`src/rtl/acc_pkg.sv`:
```
// acc_pkg: shared types and constants for the serial 1-bit accumulator.
// Provides the default count width, the default count type and the
// bundle of raw strobe-domain inputs that crosses into the clk domain.
`timescale 1ns/1ps

package acc_pkg;

   // Default width of the accepted-ones counter.
   localparam int ACC_DEFAULT_WIDTH = 4;

   // Count value at the default width.
   typedef logic [ACC_DEFAULT_WIDTH-1:0] acc_count_t;

   // Raw strobe-side inputs, synchronized together so that the data bit
   // seen with a strobe edge is the one that travelled alongside it.
   typedef struct packed {
      logic a;
      logic iclk;
   } acc_samp_t;

   // Reset value of a synchronizer stage.
   localparam acc_samp_t ACC_SAMP_RST = '{a: 1'b0, iclk: 1'b0};

endpackage : acc_pkg

```
`src/rtl/acc_edge_sync.sv`:
```
// acc_edge_sync: two-flop synchronizer for {a, iclk} plus a rising-edge
// detector on the synchronized strobe.
//
// Ports:
//   clk      in   system clock
//   rst      in   asynchronous active-high reset; clears every stage
//   a_i      in   raw data bit, asynchronous to clk
//   iclk_i   in   raw accumulate strobe, asynchronous to clk
//   strobe_o out  one-cycle pulse on each rising edge of the strobe
//   data_o   out  data bit aligned with strobe_o
`timescale 1ns/1ps

module acc_edge_sync
   import acc_pkg::*;
(
   input  logic clk,
   input  logic rst,
   input  logic a_i,
   input  logic iclk_i,
   output logic strobe_o,
   output logic data_o
);

   acc_samp_t s1_q;
   acc_samp_t s2_q;
   logic      s3_q;

   // s1/s2 form the metastability chain; s3 remembers the previous
   // settled strobe level for edge detection.
   always_ff @(posedge clk or posedge rst) begin
      if (rst) begin
         s1_q <= ACC_SAMP_RST;
         s2_q <= ACC_SAMP_RST;
         s3_q <= 1'b0;
      end else begin
         s1_q <= '{a: a_i, iclk: iclk_i};
         s2_q <= s1_q;
         s3_q <= s2_q.iclk;
      end
   end

   // Rising edge only; a held-high strobe yields a single pulse and the
   // falling edge is ignored.
   assign strobe_o = s2_q.iclk & ~s3_q;
   assign data_o   = s2_q.a;

endmodule : acc_edge_sync

```
`src/rtl/accumulator.sv`:
```
// accumulator: serial 1-bit accumulator. Counts a=1 samples taken on
// rising edges of the asynchronous strobe iclk and reports their parity.
//
// Parameters:
//   WIDTH  count register width (>= 2), default ACC_DEFAULT_WIDTH
// Ports:
//   clk    in   system clock
//   rst    in   asynchronous active-high reset
//   a      in   data bit, synchronized alongside iclk
//   iclk   in   accumulate strobe, asynchronous to clk
//   y      out  parity of accepted ones (registered)
//   count  out  accepted ones, modulo 2**WIDTH (registered)
//   wrap   out  one-cycle pulse when count rolls over to zero
// Build option:
//   SATURATE_EN  count sticks at all-ones, y keeps toggling, wrap is 0
`timescale 1ns/1ps

module accumulator
   import acc_pkg::*;
#(
   parameter int WIDTH = ACC_DEFAULT_WIDTH
)(
   input  logic             clk,
   input  logic             rst,
   input  logic             a,
   input  logic             iclk,
   output logic             y,
   output logic [WIDTH-1:0] count,
   output logic             wrap
);

   localparam logic [WIDTH-1:0] ONE = {{(WIDTH-1){1'b0}}, 1'b1};

   logic             strobe;
   logic             data;
   logic             inc;
   logic             at_max;

   logic [WIDTH-1:0] count_q;
   logic [WIDTH-1:0] count_d;
   logic             y_q;
   logic             y_d;
   logic             wrap_q;
   logic             wrap_d;

   acc_edge_sync u_sync (
      .clk      (clk),
      .rst      (rst),
      .a_i      (a),
      .iclk_i   (iclk),
      .strobe_o (strobe),
      .data_o   (data)
   );

   assign inc    = strobe & data;
   assign at_max = &count_q;

   always_comb begin
      count_d = count_q;
      y_d     = y_q;
      wrap_d  = 1'b0;
      if (inc) begin
         y_d = ~y_q;
`ifdef SATURATE_EN
         // Hold at all-ones; y carries the true parity from here on.
         if (!at_max) begin
            count_d = count_q + ONE;
         end
`else
         count_d = count_q + ONE;
         wrap_d  = at_max;
`endif
      end
   end

   always_ff @(posedge clk or posedge rst) begin
      if (rst) begin
         count_q <= '0;
         y_q     <= 1'b0;
         wrap_q  <= 1'b0;
      end else begin
         count_q <= count_d;
         y_q     <= y_d;
         wrap_q  <= wrap_d;
      end
   end

   assign count = count_q;
   assign y     = y_q;
`ifdef SATURATE_EN
   assign wrap  = 1'b0;
`else
   assign wrap  = wrap_q;
`endif

endmodule : accumulator

```
`config.mk`:
```
export PLATFORM = sky130hd
export DESIGN_NAME = accumulator
export DESIGN_NICKNAME = d
export VERILOG_FILES = /design/src/rtl/acc_pkg.sv /design/src/rtl/acc_edge_sync.sv /design/src/rtl/accumulator.sv
export SDC_FILE = /design/constraint.sdc
export NUM_CORES = 1
export LEC_CHECK = 0
export CAP_MARGIN = 0
export CORE_AREA = 2 2 39 41
export DETAILED_ROUTE_END_ITERATION = 16
export DIE_AREA = 0 0 41 43
export PLACE_DENSITY_LB_ADDON = 0.25
export SYNTH_ARGS = -nofsm -noshare
export SYNTH_HDL_FRONTEND = slang
export SYNTH_SLANG_ARGS = --single-unit
```
`constraint.sdc`:
```
create_clock -name clk -period 1.04 [get_ports clk]
set_clock_uncertainty 0.1 [all_clocks]
set_input_delay 0.208 -clock clk [delete_from_list [all_inputs] [get_ports clk]]
set_output_delay 0.208 -clock clk [all_outputs]
set_load 0.02 [all_outputs]
```
==> summary.txt <==
Final layout
  • Antenna cells: 0
  • Fillcell total: 133
  • Layout overhead on the synthesized area: 68.2%
  • Finished Layout Cells: 66
  • Final net count: 56
  • Leading cell types in the layout, fill and taps excluded: 9 x dfrtp_1, 9 x buf_4, 8 x buf_6
  • Layout cells sized above 1: 54.0%

Clocking
  • Worst skew pair latency: 0.26 ns
  • Htree depth: 1
  • Clock-pin slew on the worst setup and hold paths: 0.07 ns
  • # clock sinks: 11
  • Root buffer cell: clkbuf_4
  • Cts bufs inserted: 3
  • CTS tree: yes
  • Max Buffers Root-to-Sink: 2
  • Cts hold-fix bufs: 0

Flow run
  • Max_cap viols: 0

Critical path
  • Worst-path fanout max: 2
  • CP arrival: 0.82 ns
  • CP cell instances: buf_6
  • Cell family with most CP delay: flip-flops
  • CP endpoint kind: output pin
  • WP buf/inv: 1
  • Crit path kind: reg2out
  • Worst path slowest cell: dfrtp_2
  • CP required: 0.73 ns
  • CP max stage delay: 0.43 ns
  • Startpoint types: register

STA
  • Slew margin rel.: 85.4%
  • # setup viols final: 9
  • Tmin final: 1.13 ns
  • Fmax: 0.887 GHz
  • Final WS setup: -0.0873 ns
  • RSZ-0062 raised after global routing: yes
  • Final Max Tran Viols: 0
  • Fin crit share: 108%
  • Final Hold Fails: 0
  • Worst Tran Pin Value: 0.218 ns

Placed design
  • Final Wtd Congestion: 0.665
  • Port Buffers: 9
  • Placed Cells incl. Taps: 57
  • Post-DP HPWL: 402 um
  • Dpl ws: -0.213 ns

Hold path
  • HP Class: in2async

GRT
  • Largest net degree at the start of global routing: 8
  • Initial antenna violation count: 0
  • Vias in the first global route: 255
  • First-pass GRT wire length: 1.01 mm
  • Grt ovf: 0
  • Total GRT Usage: 9.37%

Floorplan
  • Chip width: 41 um
  • Core area: 1380 um^2
  • IO Pins: 10
  • Die area: 1760 um^2
  • DIE HEIGHT: 43 um
  • Initial Util: 27.0%
  • Core Rows: 14

Logic synthesis
  • Cells after synthesis: 26
  • Sequential area share after synthesis: 73.6%
  • Ys Warns: 0
  • Netlist cell types: 10
  • FF+latch count, synth: 11
  • Synthesized area: 374 um^2
  • Syn Area/Cell: 14.4 um^2
  • Post-synth net total: 31

Outcome
  • Failing checks: negative setup slack
  • Outcome: finished, violations left

Pwr
  • Max VDD drop: 990 uV
  • Power Density: 2730 nW/um^2
  • Leak: 0.297 nW

Drt
  • Drc violations: 0
  • Drt total wl: 615 um
  • DR pass1 iterations: 3
  • Routed via count: 267
  • Vias per std cell: 4.05
  • Antenna Nets Post-Route: 0
  • Wire per inst: 9.32 um
  • Initial DRC count: 3
-- logic make-up after synthesis --
group	synth area share [%]
buffers and inverters	1.00
adder cells (fa/ha/maj)	3.34
flip-flops	73.6
AND/OR/NAND/NOR	12.7
XOR/XNOR	9.36
-- flip-flops by register name, indices dropped and copies added (netlist names) --
name,cells
count,4
u_sync.data_o,1
u_sync.s1_q,2
u_sync.s2_q,1
u_sync.s3_q,1
wrap,1
y,1
-- per-layer routing --
metal	share of wire (%)	routed length, um	up-vias	GRT usage, %
li1	-	-	134	-
met1	43	265	126	10.8
met2	52	320	7	13.1
met3	4.9	30	0	6.28
met4	0	0	0	4.00
met5	0	0	-	0
-- cells in the mapped netlist (all sizes together) --
master | n | area (um^2)
ha | 1 | 12.5
nand4 | 1 | 6.26
xnor2 | 4 | 35.0
inv | 1 | 3.75
dfrtp | 11 | 275
nand3b | 1 | 7.51
nand2 | 4 | 15.0
nand3 | 1 | 5.00
nor2 | 1 | 3.75
and3b | 1 | 10.0
-- repair_timing --
action / in CTS / in global routing
gates resized for setup: 39 / 2
pin swaps: 4 / 1
setup buffers: 4 / 1
setup endpoints to repair: 10 / 11
-- layout make-up --
type                       instances  area [um^2]  area share (%)
inverter                           1         3.75           0.596
clock inverter                     1         5.00           0.795
tap                               16         20.0            3.18
clock buffer                       3         22.5            3.58
timing repair buffer              20          188            29.8
multi-input combinational         14          113            17.9
sequential                        11          278            44.1
-- where the power goes --
group	switching [mW]	internal [mW]
Sequential	0.0785	0.538
Combinational	0.328	0.491
Clock	0.141	0.142
Total	0.547	1.17
-- stage by stage --
step           util, %  area [um^2]  power [mW]  TNS (ns)  hold slack (ns)
2_1_floorplan        -          377       0.869   -0.0177          -0.0397
3_3_place_gp      38.4          532        1.19     -1.30            0.234
3_5_place_dp      38.4          532        1.20     -1.33            0.235
4_1_cts           44.6          617        1.70    -0.462            0.107
5_1_grt           45.5          629        1.82    -0.838            0.128
6_report          45.5          629        1.72    -0.419            0.110
-- worst paths after layout --
kind                                           from                      end  slack [ns]  cells after the start
setup / recovery               count[0]$_DFFE_PP0P_                 count[0]       -0.09                      1
hold / removal                                  rst           wrap$_DFF_PP0_        0.11                      3
setup reg to reg              u_sync.s3_q$_DFF_PP0_     count[3]$_DFFE_PP0P_       -0.04                      3
hold reg to reg            u_sync.s1_q[1]$_DFF_PP0_  u_sync.data_o$_DFF_PP0_        0.25                      0
max in group asynchronous                       rst     count[0]$_DFFE_PP0P_        0.61                      3
min in group clk           u_sync.s1_q[1]$_DFF_PP0_  u_sync.data_o$_DFF_PP0_        0.25                      0
No activity file was read; power rests on OpenSTA's default activity.
